==> src/rtl/flash_arb_pkg.sv <==
// Shared types and pin constants for the QSPI flash bus arbiter.
// Owner encoding doubles as the oOWNER output value.
package flash_arb_pkg;

  typedef enum logic [1:0] {
    OWNER_NONE = 2'd0,
    OWNER_S    = 2'd1,
    OWNER_Q    = 2'd2
  } owner_e;

  typedef enum logic [1:0] {
    ST_IDLE  = 2'd0,
    ST_OWN_S = 2'd1,
    ST_OWN_Q = 2'd2,
    ST_GUARD = 2'd3
  } state_e;

  // WP# and HOLD# (IO2/IO3) are driven inactive-high whenever nobody owns the bus.
  localparam logic [3:0] DOUT_IDLE = 4'b1100;
  localparam logic [3:0] DOE_IDLE  = 4'b1100;
  localparam logic [3:0] DOE_S     = 4'b1101;

  // Round-robin tie-break: the previous owner yields; with no history use the priority.
  function automatic owner_e tieWinner(input owner_e lastOwner, input logic prioQ);
    case (lastOwner)
      OWNER_S: tieWinner = OWNER_Q;
      OWNER_Q: tieWinner = OWNER_S;
      default: tieWinner = prioQ ? OWNER_Q : OWNER_S;
    endcase
  endfunction

endpackage

==> src/rtl/flash_arb_pinmux.sv <==
// Combinational owner-select mux between the two masters and the flash pads.
// A non-owner never reaches the pins and sees zeros on its returned data.
module flash_arb_pinmux
  import flash_arb_pkg::*;
(
  input  owner_e      owner,
  input  logic        sCsN,
  input  logic        sSck,
  input  logic        sMosi,
  output logic        sMiso,
  input  logic        qNcs,
  input  logic        qSck,
  input  logic [3:0]  qDout,
  input  logic [3:0]  qDoe,
  output logic [3:0]  qDin,
  output logic        flashCsN,
  output logic        flashSck,
  output logic [3:0]  flashDout,
  output logic [3:0]  flashDoe,
  input  logic [3:0]  flashDin
);

  logic selS;
  logic selQ;

  assign selS = (owner == OWNER_S);
  assign selQ = (owner == OWNER_Q);

  always_comb begin
    flashCsN  = 1'b1;
    flashSck  = 1'b0;
    flashDout = DOUT_IDLE;
    flashDoe  = DOE_IDLE;
    if (selS) begin
      flashCsN  = sCsN;
      flashSck  = sSck;
      flashDout = {3'b110, sMosi};
      flashDoe  = DOE_S;
    end else if (selQ) begin
      flashCsN  = qNcs;
      flashSck  = qSck;
      flashDout = qDout;
      flashDoe  = qDoe;
    end
  end

  assign sMiso = selS & flashDin[1];

  generate
    for (genvar gi = 0; gi < 4; gi++) begin : gQDin
      assign qDin[gi] = selQ & flashDin[gi];
    end
  endgenerate

endmodule

==> src/rtl/flash_bus_arbiter.sv <==
// Request/grant arbiter sharing one QSPI flash between the SPI master (S) and
// the XIP controller (Q), with CS-high guard time and optional hold revocation.
module flash_bus_arbiter
  import flash_arb_pkg::*;
#(
  parameter int GUARD_CYCLES = 4,
  parameter int MAX_HOLD     = 0,
  parameter int PRIO_Q       = 1
) (
  input  logic        iCLK,
  input  logic        iRESET,
  input  logic        iS_REQ,
  output logic        oS_GNT,
  input  logic        iS_CS_N,
  input  logic        iS_SCK,
  input  logic        iS_MOSI,
  output logic        oS_MISO,
  input  logic        iQ_REQ,
  output logic        oQ_GNT,
  input  logic        iQ_NCS,
  input  logic        iQ_SCK,
  input  logic [3:0]  iQ_DOUT,
  input  logic [3:0]  iQ_DOE,
  output logic [3:0]  oQ_DIN,
  output logic        oFLASH_CS_N,
  output logic        oFLASH_SCK,
  output logic [3:0]  oFLASH_DOUT,
  output logic [3:0]  oFLASH_DOE,
  input  logic [3:0]  iFLASH_DIN,
  output logic [1:0]  oOWNER,
  output logic        oVIOL
);

  localparam logic [7:0]  GUARD_LOAD = 8'(GUARD_CYCLES - 1);
  localparam logic [15:0] HOLD_LIMIT = 16'(MAX_HOLD);
  localparam logic        REVOKE_EN  = (MAX_HOLD != 0);

  state_e        state;
  owner_e        ownerSel;
  owner_e        lastOwner;
  owner_e        idleWinner;
  logic [15:0]   holdCnt;
  logic [7:0]    guardCnt;
  logic          holdExpired;
  logic          sRelease;
  logic          qRelease;

  assign holdExpired = REVOKE_EN && (holdCnt >= HOLD_LIMIT);

  // Release is only ever allowed with the owner's CS high, so no transaction is cut.
  assign sRelease = iS_CS_N && (!iS_REQ || (holdExpired && iQ_REQ));
  assign qRelease = iQ_NCS  && (!iQ_REQ || (holdExpired && iS_REQ));

  assign idleWinner = (iS_REQ && iQ_REQ) ? tieWinner(lastOwner, PRIO_Q != 0)
                    : (iQ_REQ ? OWNER_Q : OWNER_S);

  assign oOWNER = ownerSel;

  always_ff @(posedge iCLK or posedge iRESET) begin
    if (iRESET) begin
      state     <= ST_IDLE;
      ownerSel  <= OWNER_NONE;
      lastOwner <= OWNER_NONE;
      oS_GNT    <= 1'b0;
      oQ_GNT    <= 1'b0;
      oVIOL     <= 1'b0;
      holdCnt   <= '0;
      guardCnt  <= '0;
    end else begin
      oVIOL <= (!oS_GNT && !iS_CS_N) || (!oQ_GNT && !iQ_NCS);
      case (state)
        ST_IDLE: begin
          if (iS_REQ || iQ_REQ) begin
            holdCnt  <= '0;
            ownerSel <= idleWinner;
            oS_GNT   <= (idleWinner == OWNER_S);
            oQ_GNT   <= (idleWinner == OWNER_Q);
            state    <= (idleWinner == OWNER_S) ? ST_OWN_S : ST_OWN_Q;
          end
        end
        ST_OWN_S: begin
          if (sRelease) begin
            state     <= ST_GUARD;
            guardCnt  <= GUARD_LOAD;
            oS_GNT    <= 1'b0;
            ownerSel  <= OWNER_NONE;
            lastOwner <= OWNER_S;
          end else if (holdCnt != 16'hFFFF) begin
            holdCnt <= holdCnt + 16'd1;
          end
        end
        ST_OWN_Q: begin
          if (qRelease) begin
            state     <= ST_GUARD;
            guardCnt  <= GUARD_LOAD;
            oQ_GNT    <= 1'b0;
            ownerSel  <= OWNER_NONE;
            lastOwner <= OWNER_Q;
          end else if (holdCnt != 16'hFFFF) begin
            holdCnt <= holdCnt + 16'd1;
          end
        end
        default: begin
          if (guardCnt == 8'd0) state <= ST_IDLE;
          else                  guardCnt <= guardCnt - 8'd1;
        end
      endcase
    end
  end

  flash_arb_pinmux uPinmux (
    .owner     (ownerSel),
    .sCsN      (iS_CS_N),
    .sSck      (iS_SCK),
    .sMosi     (iS_MOSI),
    .sMiso     (oS_MISO),
    .qNcs      (iQ_NCS),
    .qSck      (iQ_SCK),
    .qDout     (iQ_DOUT),
    .qDoe      (iQ_DOE),
    .qDin      (oQ_DIN),
    .flashCsN  (oFLASH_CS_N),
    .flashSck  (oFLASH_SCK),
    .flashDout (oFLASH_DOUT),
    .flashDoe  (oFLASH_DOE),
    .flashDin  (iFLASH_DIN)
  );

endmodule

==> config.mk <==
export PLATFORM = sky130hd
export DESIGN_NAME = flash_bus_arbiter
export DESIGN_NICKNAME = d
export VERILOG_FILES = /design/src/rtl/flash_arb_pkg.sv /design/src/rtl/flash_arb_pinmux.sv /design/src/rtl/flash_bus_arbiter.sv
export SDC_FILE = /design/constraint.sdc
export NUM_CORES = 1
export LEC_CHECK = 0
export BUFFER_PORTS_ARGS = -buffer_cell sky130_fd_sc_hd__buf_4
export CORE_MARGIN = 2
export CORE_UTILIZATION = 44
export DETAILED_ROUTE_END_ITERATION = 7
export PLACE_DENSITY = 0.75
export SKIP_LAST_GASP = 1
export SLEW_MARGIN = 20
export SYNTH_ARGS = -nofsm -noshare
export SYNTH_HDL_FRONTEND = slang
export SYNTH_SLANG_ARGS = --single-unit
export TNS_END_PERCENT = 5
==> constraint.sdc <==
create_clock -name iCLK -period 1.89 [get_ports iCLK]
set_input_delay 0.378 -clock iCLK [delete_from_list [all_inputs] [get_ports iCLK]]
set_output_delay 0.378 -clock iCLK [all_outputs]
set_load 0.1 [all_outputs]
# Yosys cells after proc, flatten, opt, wreduce, memory -nomap -nowiden
# Index checks and enable logic that the tools add are counted.
# Widths: inputs -> output; s select.
[word_totals]
output_inout_bits = 20
register_bits = 17
elab_cells = 85
[op_classes]
bitwise_logic = 6
eq_ne = 11
addsub = 1
reduce_logical = 26
muxes = 34
[op_table]
columns = ["op", "n"]
rows = [
  ["$mux 2", 13],
  ["$mux 8", 3],
  ["$pmux 8 s3", 1],
  ["$mux 4", 4],
  ["$pmux 2 s3", 2],
  ["$reduce_and 4->1", 3],
  ["$reduce_and 3->1", 3],
  ["$eq 2x2->1 const B", 4],
  ["$logic_not 8->1", 1],
  ["$mux 1", 8],
  ["$sub 8x1->8 const B", 1],
  ["$eq 2x1->1 const B", 3],
  ["$logic_not 1->1", 6],
  ["$ne 2x2->1 const B", 3],
  ["$reduce_bool 2->1", 3],
  ["$and 1x1->1", 5],
  ["$logic_and 1x1->1", 5],
  ["$pmux 1 s2", 2],
  ["$pmux 2 s2", 1],
  ["$reduce_bool 4->1", 1],
  ["$ne 3x1->1 const B", 1],
  ["$reduce_bool 3->1", 1],
  ["$logic_not 2->1", 1],
  ["$logic_or 1x1->1", 2],
  ["$not 1->1", 1],
]

# Longest topological paths before layout
# Gate-level depths: netlist of the first run.
[depth]
ltp_word = 7
mapped_depth = 7

# By module
# A second synthesis of the first run with hierarchy kept.
[hier_totals]
cells_unflattened = 129
area_unflattened_um2 = 1211.2
[modules_own_cells]
columns = ["module", "seq_area_each_um2", "instances", "cells_each", "area_per_inst_um2"]
rows = [
  ["flash_bus_arbiter", 425.4, 1, 109, 1059.8],
  ["flash_arb_pinmux", 0.0, 1, 20, 151.4],
]

# Worst setup path before layout of the first run
# Ideal clock, no wire load.
[synth_timing]
kind = "register -> output"
startpoint = "register ownerSel[0], in the netlist oOWNER[0]"
endpoint = "output oFLASH_CS_N"
required_ns = 1.512
path_stages_with_launch = 4
slack_ns = -1.350
arrival_time_ns = 2.862
cell_sequence = "dfrtp_1 -> nor2b_1 -> clkbuf_1 -> a22oi_1"
[synth_via]
elab_chain_len = 3
word_cells_on_any_way = 4
[synth_lines]
columns = ["element", "line_no", "source"]
rows = [
  ["from (decl)", "flash_bus_arbiter.sv:39", "owner_e ownerSel;"],
  ["from (signal assigned)", "flash_bus_arbiter.sv:75", "ownerSel <= idleWinner;"],
  ["$eq 2x2->1", "flash_arb_pinmux.sv:27", "assign selQ = (owner == OWNER_Q);"],
  ["$mux 1", "flash_arb_pinmux.sv:39", "end else if (selQ) begin"],
  ["$mux 1 (*)", "flash_arb_pinmux.sv:34", "if (selS) begin"],
  ["to (decl)", "flash_bus_arbiter.sv:25", "output logic oFLASH_CS_N,"],
]
# Every way passes the cells marked *; elsewhere a longest branch is shown, timed or not.

# Worst setup path in the final report of the first run
[layout_timing]
startpoint = "register ownerSel[0], in the netlist oOWNER[0]"
endpoint = "output oFLASH_DOUT[0]"
[layout_via]
elab_chain_len = 3
word_cells_on_any_way = 4
[layout_lines]
columns = ["element", "line_no", "source"]
rows = [
  ["$eq 2x2->1", "flash_arb_pinmux.sv:27", ""],
  ["$mux 4", "flash_arb_pinmux.sv:39", ""],
  ["$mux 4 (*)", "flash_arb_pinmux.sv:34", ""],
  ["to (decl)", "flash_bus_arbiter.sv:27", "output logic [3:0] oFLASH_DOUT,"],
]
# Marked as above.

==> metrics.yaml, run 1 <==
run_status:
  status: "finished, final reports clean"
setup_path:
  crit_type: "register to output port"
  end_kind: "output port"
  regToRegSetupSlack_ns: 0.04
  crit_required_ns: 1.51
  rr_endpoint: "state[1]$_DFFE_PP0P_"
  crit_fanout: 5
  reg2reg_depth: 6
  r2r-start: "guardCnt[0]$_DFFE_PP0P_"
  worstPathArrival_ns: 1.49
  critPathLaunchType: "register"
  cp-startpoint: "oOWNER[0]$_DFFE_PP0P_"
  crit_path_end: "oFLASH_DOUT[0]"
cells_and_area:
  drive_gt1_share_pct: 47.7
  layout_common_cells: "buf_4 (43), dfrtp_1 (15), inv_1 (8), o21ai_0 (8), nand2b_1 (7)"
  area_growth_pct: 43.7
  fin_nets: 204
  antenna_cells: 0
  final_common_cell: "buf_4"
global_routing:
  grt_pass1_wl_um: 5350
  overflow: 0
  grt_start_max_net_pins: 18
  first_global_vias: 1115
  grt.total_usage_pct: 21.4
  antenna_found_initial: 0
routing:
  vias_per_cell: 5.57
  dr.pass1.iters: 4
  drt_iter0_drc: 23
  ant_nets: 0
  routed_wl_um: 3190
  drc: 0
  vias: 1148
  wl_per_cell_um: 15.5
cts:
  hold_buffers: 0
  clk_latency_ns: 0.30
  cts_tree: "yes"
  path_clk_slew_ns: 0.10
  cts_buffer_depth: 2
  cts_buffers: 3
  htreeDepth: 1
  clock-sinks: 17
  cts_root_buf: "clkbuf_4"
sta:
  slew_headroom_pct: 56.6
  setup_viol: 0
  fin_ws_ns: 0.0246
  fmax_mhz: 536
  slew_violations: 0
  min_period_over_period_pct: 98.7
  worstMarginPinSlew_ns: 0.651
  hold_viol_final: 0
  fin_skew_ns: 0.00319
  finalCriticalPeriod_ns: 1.87
  rsz0062_at_grt: "true"
synth:
  ys_warn_count: 0
  ys_seq_elements: 17
  synth_cell_types: 39
  syn_nets: 153
  syn_inst: 126
  syn_avg_cell_area_um2: 9.27
  synth-seq-area-share_pct: 36.4
  synth_area_um2: 1170
placed_design:
  gp_congestion: 0.777
  dp_slack_ns: 0.0147
  place_hpwl_um: 2330
  place.port_buffers: 40
floorplan:
  die_y_um: 55.5
  die_w_um: 55.5
  start_util_pct: 46.7
  core_um2: 2500
  fp-row-count: 18
  pin_count: 41
  die-area_um2: 3080
worst_hold_path:
  hold_class: "input pin to asynchronous set/reset pin"
flow_run:
  maxCapViolations: 0
## Yosys cell counts
master / count / share of area (%)
o31ai_2: 2 / 2.1
mux2i_1: 2 / 1.7
buf_6: 1 / 0.96
nor4_1: 3 / 1.6
or2_1: 1 / 0.54
buf_1: 1 / 0.32
or3_1: 1 / 0.54
dfrtp_1: 17 / 36
o211ai_1: 4 / 2.6
nor4b_1: 1 / 0.75
a22o_1: 5 / 3.7
inv_1: 10 / 3.2
or2_0: 1 / 0.54
o31ai_1: 4 / 2.6
o22ai_1: 1 / 0.54
or4_2: 1 / 0.75
o41ai_2: 1 / 1.4
nand3b_1: 3 / 1.9
o21bai_1: 1 / 0.64
clkbuf_1: 2 / 0.64
a2111o_1: 1 / 0.96
and2_1: 7 / 3.7
or3b_4: 1 / 0.96
ha_1: 6 / 6.4
a41o_2: 1 / 0.96
nor2_1: 6 / 1.9
nor2b_1: 3 / 1.6
nor3b_1: 1 / 0.64
mux2_2: 3 / 2.9
nand2_1: 4 / 1.3
a21boi_0: 1 / 0.64
or3_2: 1 / 0.64
o21ai_0: 8 / 3.4
nand2b_1: 7 / 3.7
a21o_1: 1 / 0.64
nand3_1: 3 / 1.3
nor3_1: 2 / 0.86
a21oi_1: 6 / 2.6
a22oi_1: 2 / 1.3
## cell families (layout without fill, tap and decap cells)
kind of cell,after synthesis,in the layout,share of synthesized area (%)
DFF,17,17,36.4
muxes,5,5,4.60
AOI/OAI and AO/OA,38,38,24.1
buffers and inverters,14,63,5.14
and+or+nand+nor,46,47,23.3
adders and majority gates,6,6,6.42
## worst min path at each step
stage	end
2_1_floorplan	guardCnt[0]$_DFFE_PP0P_
3_3_place_gp	lastOwner[0]$_DFFE_PP0P_
3_5_place_dp	oVIOL$_DFF_PP0_
4_1_cts	oS_GNT$_DFFE_PP0P_
5_1_grt	oS_GNT$_DFFE_PP0P_
6_report	oS_GNT$_DFFE_PP0P_
## metrics by stage
step	std cells	hold slack, ns	cell area (µm²)	utilization (%)	TNS (ns)
after floorplan	126	0.304	1210	-	-0.585
after global placement	200	0.478	1580	63.0	0
after detailed placement	200	0.500	1580	63.0	0
after CTS	205	0.181	1620	64.6	-0.103
after global routing	206	0.206	1680	67.2	-0.152
final	206	0.160	1680	67.2	0
## routing by layer
layer	up-vias	GRT usage [%]	share of wire (%)
met5	-	0	0
met4	0	5.57	1.5
met3	6	6.32	5.2
met2	35	37.2	52
met1	542	25.5	41
li1	565	-	-
## area by class of cell
type | count | area [µm²]
inverter | 10 | 37.5
tap | 30 | 37.5
fill | 209 | 821
multi-input combinational | 96 | 754
sequential | 17 | 433
timing repair buffer | 49 | 390
clock buffer | 4 | 26.3
## registers in the layout, summed over array words and instances (netlist names)
name	flops
guardCnt	8
lastOwner	2
oOWNER	2
state	2
oQ_GNT	1
oS_GNT	1
oVIOL	1
## worst max-delay path: stages, from the launching register on
cell and delay [ns]:
dfrtp_4 0.53, nor2b_2 0.20, a22o_2 0.27, buf_6 0.18
## repair_timing
action / in CTS / in global routing
resized for setup: 3 / 13
pin swaps: 1 / 1
setup buffers: 1 / 0
endpoints found under the setup margin: 12 / 23
gates cloned: 0 / 1
Power of run 1 is left out: the tool's default activity adds up to more than one toggle a clock period on the data nets, which glitch-free logic cannot reach.
==> inputs of run 2 (changes only) <==
--- a/config.mk
+++ b/config.mk
@@ -7,9 +7,9 @@
 export LEC_CHECK = 0
 export BUFFER_PORTS_ARGS = -buffer_cell sky130_fd_sc_hd__buf_4
 export CORE_MARGIN = 2
-export CORE_UTILIZATION = 44
+export CORE_UTILIZATION = 49
 export DETAILED_ROUTE_END_ITERATION = 7
-export PLACE_DENSITY = 0.75
+export PLACE_DENSITY = 0.79
 export SKIP_LAST_GASP = 1
 export SLEW_MARGIN = 20
 export SYNTH_ARGS = -nofsm -noshare
==> constraint.sdc (replaced) <==
create_clock -name iCLK -period 1.9 [get_ports iCLK]
set_input_delay 0.38 -clock iCLK [delete_from_list [all_inputs] [get_ports iCLK]]
set_output_delay 0.38 -clock iCLK [all_outputs]
set_load 0.1 [all_outputs]
==> run 2 against run 1 <==
The run now ends with setup timing left; hold slack gained 0.015 ns; sequential cell count is the same; critical path depth is the same; final cell count shrank 2.9%; setup slack lost 0.037 ns; sequential share of layout area grew 1.3 points; clock skew shrank 0.0025 ns; design area shrank 4.9%; clock-buffer cell count is the same; largest cell class unchanged.
==> metrics.yaml, run 2 (same netlist as run 1, synthesis figures left out) <==
cts:
  clock-sinks: 17  # unchanged
  htreeDepth: 1  # unchanged
  path_clk_slew_ns: 0.10  # about the same
  cts_buffers: 3  # unchanged
  cts_tree: "yes"
  cts_buffer_depth: 2  # unchanged
  cts_root_buf: "clkbuf_4"
  clk_latency_ns: 0.28  # -0.02 ns
  hold_buffers: 0  # unchanged
sta:
  fin_skew_ns: 0.000720  # -0.00247 ns
  min_period_over_period_pct: 101
  setup_viol: 1  # +1
  slew_headroom_pct: 58.2  # +1.7 points
  finalCriticalPeriod_ns: 1.91
  rsz0062_at_grt: "true"
  fin_ws_ns: -0.0122  # -0.0369 ns
  hold_viol_final: 0  # unchanged
  slew_violations: 0  # unchanged
  worstMarginPinSlew_ns: 0.626  # -0.0251 ns
  fmax_mhz: 523
cells_and_area:
  seqCellArea_um2: 433  # unchanged
  drive_gt1_share_pct: 43.0  # -4.7 points
  largest_reg_flops: 8  # unchanged
  final_cells: 200  # -2.9%
  final_common_cell: "buf_4"
  multi_input_area_um2: 716  # -5.1%
  fin_nets: 200  # -2.0%
  nFillCells: 184  # -12%
  final_cell_area_um2: 1600  # -4.9%
  antenna_cells: 0  # unchanged
  top_register: "guardCnt"
  area_growth_pct: 36.6
  layout_common_cells: "buf_4 (45), dfrtp_1 (15), inv_1 (10)"
routing:
  ant_nets: 0  # unchanged
  routed_wl_um: 2930  # -8.0%
  vias_per_cell: 5.71  # +2.4%
  drc: 0  # unchanged
  drt_iter0_drc: 25  # +8.7%
  dr.pass1.iters: 4  # unchanged
  wl_per_cell_um: 14.7  # -5.2%
  vias: 1141  # -0.61%
setup_path:
  critPathLaunchType: "register"
  end_kind: "output port"
  slowest_stage: "dfrtp_4"
  crit_buf_inv: 1  # unchanged
  crit_type: "register to output port"
  crit_fanout: 13  # +8
  worstPathArrival_ns: 1.53  # +0.04 ns
  crit_required_ns: 1.52  # about the same
  path_delay_family: "flip-flops"
  path_cells: "nor2b_4, and2_2, buf_4"
  slowest_delay_ns: 0.51  # -0.02 ns
floorplan:
  fp-row-count: 17  # -1
  die-area_um2: 2790  # -9.5%
  core_um2: 2230  # -11%
  die_w_um: 52.8  # -4.9%
  pin_count: 41  # unchanged
  die_y_um: 52.8  # -4.9%
  start_util_pct: 52.3  # +5.6 points
flow_run:
  maxCapViolations: 0  # unchanged
placed_design:
  place.port_buffers: 40  # unchanged
  placed_area_um2: 1540  # -2.1%
  place_hpwl_um: 2260  # -3.0%
  placed_cells: 194  # -3.0%
  gp_congestion: 0.783  # +0.68%
run_status:
  status: "finished, violations left"
  violations: "setup timing"
global_routing:
  first_global_vias: 1077  # -3.4%
  grt_start_max_net_pins: 18  # unchanged
  grt.total_usage_pct: 21.8  # +0.48 points
  grt_pass1_wl_um: 4460  # -17%
  overflow: 0  # unchanged
  antenna_found_initial: 0  # unchanged
worst_hold_path:
  hold_class: "input pin to asynchronous set/reset pin"
-- run 2: cell count changes in the layout (fill, tap and decap cells not counted), sizes merged --
cell,delta
nor2b,-1
buf,-3
-- run 2: area by class of cell --
type	count	share of cell area, %
repair buffers	46	21.9
flip-flops and latches	17	27.1
well taps	28	2.19
inverters	10	2.35
clock buffers	4	1.65
multi-input cells	95	44.8
-- run 2: worst paths after layout --
| path | slack [ns] | endpoint | from | cells past startpoint |
|---|---|---|---|---|
| worst max-delay path | -0.01 | oQ_DIN[1] | oOWNER[0]$_DFFE_PP0P_ | 3 |
| worst min-delay path | 0.17 | guardCnt[3]$_DFFE_PP0P_ | iRESET | 2 |
| worst max register to register | 0.04 | guardCnt[6]$_DFFE_PP0P_ | guardCnt[0]$_DFFE_PP0P_ | 6 |
| worst min register to register | 0.49 | oVIOL$_DFF_PP0_ | oQ_GNT$_DFFE_PP0P_ | 1 |
| max in group asynchronous | 1.26 | oOWNER[0]$_DFFE_PP0P_ | iRESET | 2 |
| min in group iCLK | 0.30 | oVIOL$_DFF_PP0_ | iS_CS_N | 2 |
-- run 2: worst register-to-register path, delay by kind of cell, from the launching register on --
family | cells | cell delay [ns]
adders and majority gates | 1 | 0.19
buffers and inverters | 1 | 0.12
AOI/OAI and AO/OA | 2 | 0.37
DFF | 1 | 0.40
and+or+nand+nor | 2 | 0.72
-- run 2: per-layer routing --
metal  routed length, µm  global-route usage [%]  up-vias
met4                  26                    8.97        0
met1                1220                    24.9      540
met2                1470                    40.2       46
li1                    -                       -      553
met3                 224                    3.14        2
met5                   0                       0        -
-- run 2: stage by stage --
stage	hold WS, ns	TNS, ns	worst slack, ns	utilization (%)
3_3_place_gp	0.463	0	0.115	69.1
5_1_grt	0.230	-0.539	-0.0847	71.5
6_report	0.174	-0.0122	-0.0122	71.5
2_1_floorplan	0.306	-0.555	-0.340	-
4_1_cts	0.190	-0.0813	-0.0140	71.2
3_5_place_dp	0.481	0	0.0520	69.1
-- run 2: timing repair --
item / in CTS / in global routing
buffers inserted: 2 / 0
setup endpoints to repair: 10 / 21
endpoints found under the hold margin: 0 / 0
resized for setup: 2 / 1
Power of run 2 is left out for the same reason.
==> inputs of run 3 (changes only) <==
--- a/config.mk
+++ b/config.mk
@@ -10,6 +10,7 @@
 export CORE_UTILIZATION = 49
 export DETAILED_ROUTE_END_ITERATION = 7
 export PLACE_DENSITY = 0.79
+export REMOVE_ABC_BUFFERS = 1
 export SKIP_LAST_GASP = 1
 export SLEW_MARGIN = 20
 export SYNTH_ARGS = -nofsm -noshare
==> run 3 against run 2 <==
The run now ends clean; setup slack better by 0.038 ns; clock skew grew 0.0082 ns; clock-buffer cell count fell by 1; final cell count shrank 0.50%; hold slack got worse by 0.011 ns; register-to-register slack barely moved; sequential cell count unchanged; non-clock buffer count fell by 1; global-route usage down 0.44 points; routed wire length shrank 7.7%; sequential share of layout area increased by 0.28 points; first-iteration DRC count grew 12%; highest routed layer unchanged.
==> metrics.yaml, run 3 (same netlist as run 1, synthesis figures left out) <==
run_status:
  status: "finished, final reports clean"
cells_and_area:
  layout_common_cells: "buf_4 (45), dfrtp_1 (17), inv_1 (10)"
  nFillCells: 173  # -6.0%
  largest_reg_flops: 8  # unchanged
  fin_nets: 199  # -0.50%
  final_common_cell: "buf_4"
  top_register: "guardCnt"
  final_cell_area_um2: 1550  # -2.7%
  area_growth_pct: 32.9
  drive_gt1_share_pct: 35.1  # -7.9 points
  antenna_cells: 0  # unchanged
cts:
  cts_buffer_depth: 2  # unchanged
  path_clk_slew_ns: 0.11  # about the same
  clock-sinks: 17  # unchanged
  cts_tree: "yes"
  clk_latency_ns: 0.30  # +0.02 ns
  htreeDepth: 1  # unchanged
  ctsResizeCount: 0  # -2
  hold_buffers: 0  # unchanged
  cts_root_buf: "clkbuf_4"
  cts_buffers: 3  # unchanged
  postCtsSetupBuffers: 0  # -2
setup_path:
  crit_fanout: 13  # unchanged
  worstPathArrival_ns: 1.49  # -0.04 ns
  reg2reg_depth: 6  # unchanged
  crit_type: "register to output port"
  critPathLaunchType: "register"
  rr_endpoint: "guardCnt[6]$_DFFE_PP0P_"
  end_kind: "output port"
  r2r-start: "guardCnt[0]$_DFFE_PP0P_"
  regToRegSetupSlack_ns: 0.04  # about the same
  crit_required_ns: 1.52  # about the same
global_routing:
  first_global_vias: 995  # -7.6%
  use_met1_pct: 26.5  # +1.6 points
  antenna_found_initial: 0  # unchanged
  use_met3_pct: 2.86  # -0.29 points
  overflow: 0  # unchanged
  busiest_layer: "met2"
  grt_start_max_net_pins: 18  # unchanged
  grt_pass1_wl_um: 4330  # -2.9%
  grtUsageMet2_pct: 37.1  # -3.1 points
  grt.total_usage_pct: 21.4  # -0.44 points
placed_design:
  gp_congestion: 0.835  # +6.7%
  place_hpwl_um: 2060  # -8.9%
  place.port_buffers: 40  # unchanged
  placed_area_um2: 1520  # -1.5%
  dp_slack_ns: 0.0661  # +0.0141 ns
routing:
  vias: 1107  # -3.0%
  drc: 0  # unchanged
  wl_per_cell_um: 13.6  # -7.3%
  ant_nets: 0  # unchanged
  dr.pass1.iters: 4  # unchanged
  drt_iter0_drc: 28  # +12%
  vias_per_cell: 5.56  # -2.5%
  routed_wl_um: 2710  # -7.7%
floorplan:
  start_util_pct: 52.3  # unchanged
  die_y_um: 52.8  # unchanged
  pin_count: 41  # unchanged
  fp-row-count: 17  # unchanged
  die_w_um: 52.8  # unchanged
  core_um2: 2230  # unchanged
  die-area_um2: 2790  # unchanged
sta:
  hold_viol_final: 0  # unchanged
  fin_ws_ns: 0.0255  # +0.0378 ns
  setup_viol: 0  # -1
  finalCriticalPeriod_ns: 1.87  # -0.0378 ns
  worstMarginPinSlew_ns: 0.666  # +0.0407 ns
  fin_skew_ns: 0.00896  # +0.00824 ns
  slew_violations: 0  # unchanged
  fmax_mhz: 533  # +2.0%
  min_period_over_period_pct: 98.7  # -2.0 points
  slew_headroom_pct: 55.5  # -2.7 points
  rsz0062_at_grt: "true"
worst_hold_path:
  hold_class: "input pin to asynchronous set/reset pin"
flow_run:
  maxCapViolations: 0  # unchanged
run 3: cell count changes in the layout (fill, tap and decap cells not counted), moves of 2 or more:
cell     before  now
nor2b_1       1    3
and2_1        1    7
dfrtp_1      15   17
dfrtp_4       2    0
a22o_2        2    0
and2_2        6    0
a22o_1        3    5
run 3: area by class of cell:
| class | count | area [µm²] | share of cell area, % |
|---|---|---|---|
| clock inverters | 1 | 5.00 | 0.322 |
| clock buffers | 3 | 22.5 | 1.45 |
| repair buffers | 45 | 338 | 21.8 |
| flip-flops and latches | 17 | 425 | 27.4 |
| multi-input cells | 95 | 689 | 44.4 |
| well taps | 28 | 35.0 | 2.26 |
| inverters | 10 | 37.5 | 2.42 |
run 3: worst max-delay path: stages, from the launching register on:
cell,delay [ns]
dfrtp_1,0.42
nor2b_1,0.15
buf_4,0.19
and2_1,0.14
buf_4,0.28
run 3: worst max path at each step:
stage                              end  cells past startpoint  slack, ns                     from
2_1_floorplan              oFLASH_CS_N                      2      -1.31    oOWNER[0]$_DFFE_PP0P_
3_3_place_gp   guardCnt[6]$_DFFE_PP0P_                      6       0.12  guardCnt[0]$_DFFE_PP0P_
3_5_place_dp   guardCnt[6]$_DFFE_PP0P_                      6       0.07  guardCnt[0]$_DFFE_PP0P_
4_1_cts                  oFLASH_DOE[1]                      4      0.003    oOWNER[0]$_DFFE_PP0P_
5_1_grt                  oFLASH_DOE[1]                      4      -0.09    oOWNER[1]$_DFFE_PP0P_
6_report                 oFLASH_DOE[1]                      4       0.03    oOWNER[0]$_DFFE_PP0P_
run 3: per-stage QoR:
step | hold slack, ns | TNS (ns) | std cells | util (%)
4_1_cts | 0.174 | 0 | 199 | 69.2
3_3_place_gp | 0.466 | 0 | 195 | 68.0
3_5_place_dp | 0.474 | 0 | 195 | 68.0
6_report | 0.163 | 0 | 199 | 69.5
5_1_grt | 0.248 | -0.821 | 199 | 69.5
2_1_floorplan | 0.306 | -11.60 | 122 | -
run 3: per-layer routing:
metal  wire, µm  vias up  share of wire, %
met1       1160      505                43
met5          0        -                 0
met3        239        6               8.8
met4         45        0               1.7
li1           -      552                 -
met2       1260       44                46
Power of run 3 is left out for the same reason.
